===== src/rtl/enc_3_6.sv =====
// Sequential greedy Fibonacci-number-system encoder: turns a binary word into a 9-bit
// weighted codeword MSB-first, one bit per clock, under a per-bit enable mask.
module enc_3_6 #(
   parameter int unsigned CW = 9,
   parameter int unsigned DW = 7,
   parameter int unsigned WW = 7
) (
   input  logic          clk,
   input  logic          rst,
   input  logic          in_valid,
   output logic          in_ready,
   input  logic [DW-1:0] datain,
   input  logic [CW-1:0] en_flag,
   input  logic [WW-1:0] FNS03,
   input  logic [WW-1:0] FNS04,
   input  logic [WW-1:0] FNS05,
   input  logic [WW-1:0] FNS06,
   input  logic [WW-1:0] FNS07,
   input  logic [WW-1:0] FNS08,
   input  logic [WW-1:0] FNS09,
   output logic          out_valid,
   input  logic          out_ready,
   output logic [CW-1:0] codeout,
   output logic          err
);

   localparam int unsigned IdxW = $clog2(CW);
   localparam int unsigned RemW = DW + 1;
   localparam int unsigned CmpW = (WW > RemW) ? WW : RemW;

   typedef enum logic [1:0] {StIdle, StEnc, StDone} state_e;

   state_e                state_q, state_d;
   logic [RemW-1:0]       rem_q, rem_d;
   logic [CW-1:0]         en_q, en_d;
   logic [CW-1:0]         code_q, code_d;
   logic [CW-1:0][WW-1:0] w_q, w_d;
   logic [IdxW-1:0]       idx_q, idx_d;
   logic                  in_ready_q, in_ready_d;
   logic                  out_valid_q, out_valid_d;
   logic                  err_q, err_d;
   logic [CmpW-1:0]       cur_w, rem_ext, diff;

   // Bits 0 and 1 carry a fixed weight of 1; slots 0/1 of w_q are never used.
   always_comb begin
      if (idx_q < IdxW'(2)) cur_w = CmpW'(1);
      else                  cur_w = CmpW'(w_q[idx_q]);
      rem_ext = CmpW'(rem_q);
      diff    = rem_ext - cur_w;
   end

   always_comb begin
      state_d     = state_q;
      rem_d       = rem_q;
      en_d        = en_q;
      code_d      = code_q;
      w_d         = w_q;
      idx_d       = idx_q;
      in_ready_d  = in_ready_q;
      out_valid_d = out_valid_q;
      err_d       = err_q;
      unique case (state_q)
         StIdle: begin
            if (in_valid) begin
               rem_d      = RemW'(datain);
               en_d       = en_flag;
               w_d        = {FNS09, FNS08, FNS07, FNS06, FNS05, FNS04, FNS03, {(2*WW){1'b0}}};
               code_d     = '0;
               idx_d      = IdxW'(CW - 1);
               in_ready_d = 1'b0;
               state_d    = StEnc;
            end
         end
         StEnc: begin
            // Subtract only when it fits, so the residue can never underflow.
            if (en_q[idx_q] && (rem_ext >= cur_w)) begin
               code_d[idx_q] = 1'b1;
               rem_d         = RemW'(diff);
            end
            if (idx_q == '0) begin
               out_valid_d = 1'b1;
               err_d       = (rem_d != '0);
               state_d     = StDone;
            end else begin
               idx_d = idx_q - IdxW'(1);
            end
         end
         StDone: begin
            if (out_ready) begin
               out_valid_d = 1'b0;
               in_ready_d  = 1'b1;
               state_d     = StIdle;
            end
         end
         default: begin
            state_d     = StIdle;
            in_ready_d  = 1'b1;
            out_valid_d = 1'b0;
         end
      endcase
   end

   always_ff @(posedge clk or posedge rst) begin
      if (rst) begin
         state_q     <= StIdle;
         rem_q       <= '0;
         en_q        <= '0;
         code_q      <= '0;
         w_q         <= '0;
         idx_q       <= '0;
         in_ready_q  <= 1'b1;
         out_valid_q <= 1'b0;
         err_q       <= 1'b0;
      end else begin
         state_q     <= state_d;
         rem_q       <= rem_d;
         en_q        <= en_d;
         code_q      <= code_d;
         w_q         <= w_d;
         idx_q       <= idx_d;
         in_ready_q  <= in_ready_d;
         out_valid_q <= out_valid_d;
         err_q       <= err_d;
      end
   end

   assign in_ready  = in_ready_q;
   assign out_valid = out_valid_q;
   assign codeout   = code_q;
   assign err       = err_q;

endmodule

===== config.mk =====
export PLATFORM = sky130hd
export DESIGN_NAME = enc_3_6
export DESIGN_NICKNAME = d
export VERILOG_FILES = /design/src/rtl/enc_3_6.sv
export SDC_FILE = /design/constraint.sdc
export NUM_CORES = 1
export LEC_CHECK = 0
export ABC_AREA = 1
export ABC_CLOCK_PERIOD_IN_PS = 8600
export BUFFER_PORTS_ARGS = -buffer_cell sky130_fd_sc_hd__buf_4
export CAP_MARGIN = 15
export CORE_MARGIN = 2
export CORE_UTILIZATION = 60
export CTS_CLUSTER_DIAMETER = 30
export DETAILED_ROUTE_END_ITERATION = 10
export PLACE_DENSITY = 0.85
export SETUP_SLACK_MARGIN = 0.05
export SYNTH_ARGS = -nofsm -noshare
export SYNTH_HDL_FRONTEND = slang
export SYNTH_SLANG_ARGS = --single-unit

===== constraint.sdc =====
create_clock -name clk -period 8.6 [get_ports clk]
set_clock_uncertainty 0.1 [all_clocks]
set_input_delay 0.43 -clock clk [delete_from_list [all_inputs] [get_ports clk]]
set_output_delay 0.43 -clock clk [all_outputs]
set_load 0.05 [all_outputs]

# Yosys cells after proc, flatten, opt, wreduce, memory -nomap -nowiden
# Cells that the tools add are included.
# op_classes
bitwise,3
add_sub_neg,2
eq_ne,7
n_mux,27
n_lt_le_gt_ge,4
reduce_logical,14
# ops
op,count
7-bit binary-select mux with 4-bit select,1
8-bit 2-to-1 mux,3
9-bit 2-to-1 mux,2
9-bit case mux with 2 select lines,1
8-bit case mux with 2 select lines,1
3-bit AND reduction,5
7-bit 2-to-1 mux,2
"2-bit inequality test, second input constant",5
9-bit bitwise OR,1
8-bit greater-or-equal comparator,1
4-bit 2-to-1 mux,2
4-bit case mux with 2 select lines,1
8-bit nonzero test,1
8-bit subtractor,1
1-bit 2-to-1 mux,6
2-bit 2-to-1 mux,3
1-bit case mux with 3 select lines,2
2-bit case mux with 3 select lines,1
2-bit AND reduction,3
"4-bit by 5-bit < comparator with 1-bit output, second input constant",1
1-bit binary-select mux with 4-bit select,1
1-bit demux with 4-bit select,1
"4-bit by 1-bit greater-or-equal comparator with 1-bit output, second input constant",1
4-bit logical NOT,1
8 further kinds,10
# word_totals
elab_cells,72
regBits,84
input_bits,69
output_inout_bits,12

# Depth between registers and ports, before layout
# logic_depth
ltp_word,8
mapped_depth,23
mapped_depth_nobuf,22

# Least setup slack after synthesis
# No wires, ideal clock.
# synth_timing
path_type,reg2reg
start,register idx_q[0]
end,register err_q (netlist: err)
stages_incl_launch_ff,22
setup_slack_ns,5.702
arrival_time_ns,2.680
synth_period_minus_slack_ns,2.898
setup_ns,0.118
required_time_ns,8.382
path_buffers,1
path_cell_list,dfrtp_1 > inv_2 > clkbuf_1 > nand2_1 > inv_1 > nand2_1 > nand3_1 > ha_1 > inv_1 > fa_1 > nand3_1 > nand3_1 > nand2_1 > nand3_2 > nand3_4 > nand2_1 > nand2_1 > nand2_1 > nor2_1 > nand2_1 > nand2_1 > nand2_1
# synth_between
elab_chain_cells,8
word_cells_on_any_way,14
classes_between,add/sub (1); order compare (2); mux (7); reduce/logical (4)
# synth_lines
element,line_no,rtl
"start, declared",38,"logic [IdxW-1:0] idx_q, idx_d;"
"start signal, assigned",120,idx_q <= idx_d;
7-bit binary-select mux with 4-bit select,47,else cur_w = CmpW'(w_q[idx_q]);
7-bit 2-to-1 mux (implied by the code),47,
7-bit 2-to-1 mux,46,if (idx_q < IdxW'(2)) cur_w = CmpW'(1);
8-bit greater-or-equal comparator,76,if (en_q[idx_q] && (rem_ext >= cur_w)) begin
1-bit logical AND,76,
8-bit 2-to-1 mux,76,
8-bit 2-to-1 mux,62,unique case (state_q)
8-bit nonzero test,82,err_d = (rem_d != '0);
"end signal, assigned",123,err_q <= err_d;
"end, declared",41,"logic err_q, err_d;"
# Several ways; a longest one is shown, not always the timed one. The select of a mux whose other input is x is not followed.
# A chain may end at the register's enable or synchronous reset.

# Final worst setup path
# layout_timing
start,register idx_q[0]
end,register code_q[0] (netlist: codeout[0])
# layout_between
elab_chain_cells,7
word_cells_on_any_way,18
classes_between,order compare (4); eq/ne (1); mux (9); bitwise (1); reduce/logical (3)
# layout_lines
element,line_no,rtl
"7-bit binary-select mux with 4-bit select, or another cell as far along",47,
7-bit 2-to-1 mux (implied by the code) / 1-bit logical AND (equally long branches),"47, 77",
7-bit 2-to-1 mux / 1-bit 2-to-1 mux (equally long branches),"46, 77",
8-bit greater-or-equal comparator / 1-bit demux with 4-bit select (equally long branches),"76, 77",
1-bit logical AND / 9-bit bitwise OR (equally long branches),-,
2-bit inequality test (no line) / 9-bit 2-to-1 mux (equally long branches),-,
3-bit AND reduction (no line) / 9-bit case mux with 2 select lines (equally long branches),-,
"end signal, assigned",118,code_q <= code_d;
"end, declared",36,"logic [CW-1:0] code_q, code_d;"
# Several ways; a longest one is shown, not always the timed one. The select of a mux whose other input is x is not followed.

==> flow_summary.ini <==
[routing]
avgViaCountPerCell = 5.38
dr_total_vias = 3976
post-route-drc-count = 0
drtPass1Iterations = 7
drtAntennaViolNets = 0
drtIter0Drc = 272
wl_per_cell_um = 14.3
routed_wl_mm = 10.6

[placed_design]
placed_cells = 723
place.gp.congestion = 0.887
port_buffers = 80
dpl_cell_area_um2 = 4980
hpwl_mm = 7.39

[yosys]
synth_top_area_share_pct = 47.9
synthesis.area_um2 = 4340
ys_seq_area_share_pct = 48.5
synth-async-reset-ratio_pct = 100
yosys_warnings = 0
synth.top_cells.by_area = dfrtp_1, nand2_1, o21ai_0, inv_1, nor2_1
syn_inst = 567
syn_nets = 648
ys_ff_latch = 84
synthFlopType = dfrtp_1
netlist-cell-type-count = 37
syn_area_per_cell_um2 = 7.65
yosysTopAreaCell = dfrtp_1
synth_edf_count = 0

[pwr]
power.leakage_nw = 2.78
ir_worst_vdd_uv = 311
p_int_mw = 1.16
clkPwrFrac_pct = 15.8
p_sw_share_pct = 47.1
p_switching_mw = 1.04
total_power_mw = 2.20
power_density_nw_per_um2 = 421
pwr-share-seq_pct = 32.9
comb_power_share_pct = 51.3

[layout]
diodes = 0
register_area_um2 = 2100
fillers = 527
final_common_cell = nand2_1
postLayoutCoreUtil_pct = 75.7
final_cell_mix = nand2_1, dfrtp_1, buf_4
final_layout_size_suffix_gt1_share_pct = 18.7
fin_nets = 719
stdcell_count = 739
area_growth_pct = 20.6
design_area_um2 = 5230
multi_input_area_um2 = 1970

[timing]
hold_viol_final = 0
slew_violations = 0
max_slew_margin_pct = 29.9
min_period_ps = 3880
fin_crit_sh_pct = 45.1
max_freq_mhz = 258
setup_tns_ps = 0
tightest_slew_ps = 1050
rsz0062_at_grt = no
setup_viol = 0

[min_path]
holdPathEnd = en_q[1]
hold_class = in -> reg
min_from = en_flag[1]
hold_depth = 3

[setup_path]
r2r_slack_ps = 4720
r2r_cells = 13
rr_endpoint = codeout[0]
regToRegStartpoint = idx_q[0]
crit_path_end_kind = flop
critical_path_class = reg -> reg
arrival_ps = 4060
cp_max_fo = 36
critPathLaunchType = flop
cp_data_required_time_ps = 8780

[clock_tree]
cts_max_level = 3
hold_buffers = 0
path_clk_slew_ps = 90
cts_resized = 0
cts_tree = done
clk_path_buf_depth = 2
cts_buffers = 9
clock_latency_ps = 370
clockRootBuffer = clkbuf_8
cts.sinks = 84
cts_setup_buffers = 0

[floorplanning]
die-width_um = 89.0
die_y_um = 89.0
coreArea_um2 = 6910
io_pins = 81
rows = 30
initial_core_util_pct = 62.8
dieArea_um2 = 7920

[grt]
grtUsageTotal_pct = 28.7
grt_pass1_vias = 3838
grt_max_degree = 88
grt_pass1_wl_mm = 17.5
overflow = 0
antenna_found_initial = 0

[run_status]
status = finished clean

[run]
max_cap_violations = 0
==> cell type report <==
cell class,instances,share of cell area [%]
clock buffers,9,2.37
clock inverters,7,2.35
flip-flops and latches,84,40.2
multi-input cells,417,37.7
inverters,43,3.11
repair buffers,83,11.9
well taps,96,2.30
==> flip-flops by register name, summed over array words and instances, names as in the netlist <==
register,flops
w_q,49
codeout,9
en_q,9
rem_ext,8
idx_q,4
state_q,2
err,1
in_ready,1
out_valid,1
==> cell families (layout without fill, tap and decap cells) <==
kind of cell,after synthesis,in the layout,share of synthesized area [%]
AND/OR/NAND/NOR,319,319,29.8
flip-flops,84,84,48.5
AO/OA/AOI/OAI,83,83,11.5
buffers and inverters,66,142,5.97
adder cells (fa/ha/maj),12,12,3.64
XOR/XNOR,3,3,0.606
==> worst max-delay path, cell delays in order (launching register included) <==
cell      delay [ps]
dfrtp_1          780
inv_2            420
o21ai_0          320
o22ai_1          140
a221oi_1         520
fa_1             350
nand3_1          100
nand3_1           80
nand2_1           60
nand3_2          140
nand3_4          160
o21ai_4          280
nand3_1          150
a21oi_1          180
==> metal layers <==
layer  wire length, um  GRT usage, %  up-vias
li1                  -             -     1950
met1              4680          40.2     1841
met2              4970          45.5      157
met3               702          4.62       28
met4               236          11.1        0
met5                 0             0        -
==> power by group through the flow <==
stage	Combinational (mW)	Clock (mW)	Sequential (mW)
after global placement	1.07	0	0.720
final	1.13	0.347	0.725
after detailed placement	1.11	0	0.725
after global routing	1.27	0.367	0.743
after CTS	1.12	0.350	0.720
after floorplan	0.826	0	0.727
==> cells in the mapped netlist (all sizes together) (3+ instances only) <==
library cell  number
nand3             25
o22ai              3
nor3               3
o211ai             5
nand2            248
nor2              39
o221ai             7
a21oi             18
inv               42
clkbuf            17
o21ai             41
ha                11
a31oi              7
dfrtp             83
buf                6
==> how the worst max path moves through the flow <==
stage	from	end	slack [ps]	cells after the start
4_1_cts	idx_q[0]	codeout[0]	4730	13
5_1_grt	idx_q[0]	codeout[0]	4450	13
6_report	idx_q[0]	codeout[0]	4720	13
3_3_place_gp	idx_q[0]	err	4940	18
2_1_floorplan	idx_q[0]	err	5700	21
3_5_place_dp	idx_q[0]	err	4820	18
==> per-stage QoR <==
stage | setup slack [ps] | hold slack [ps]
final | 4720 | 147
after global routing | 4450 | 151
after detailed placement | 4820 | 361
after CTS | 4730 | 143
after global placement | 4940 | 356
after floorplan | 5700 | 344
No activity file was read; power rests on OpenSTA's default activity.
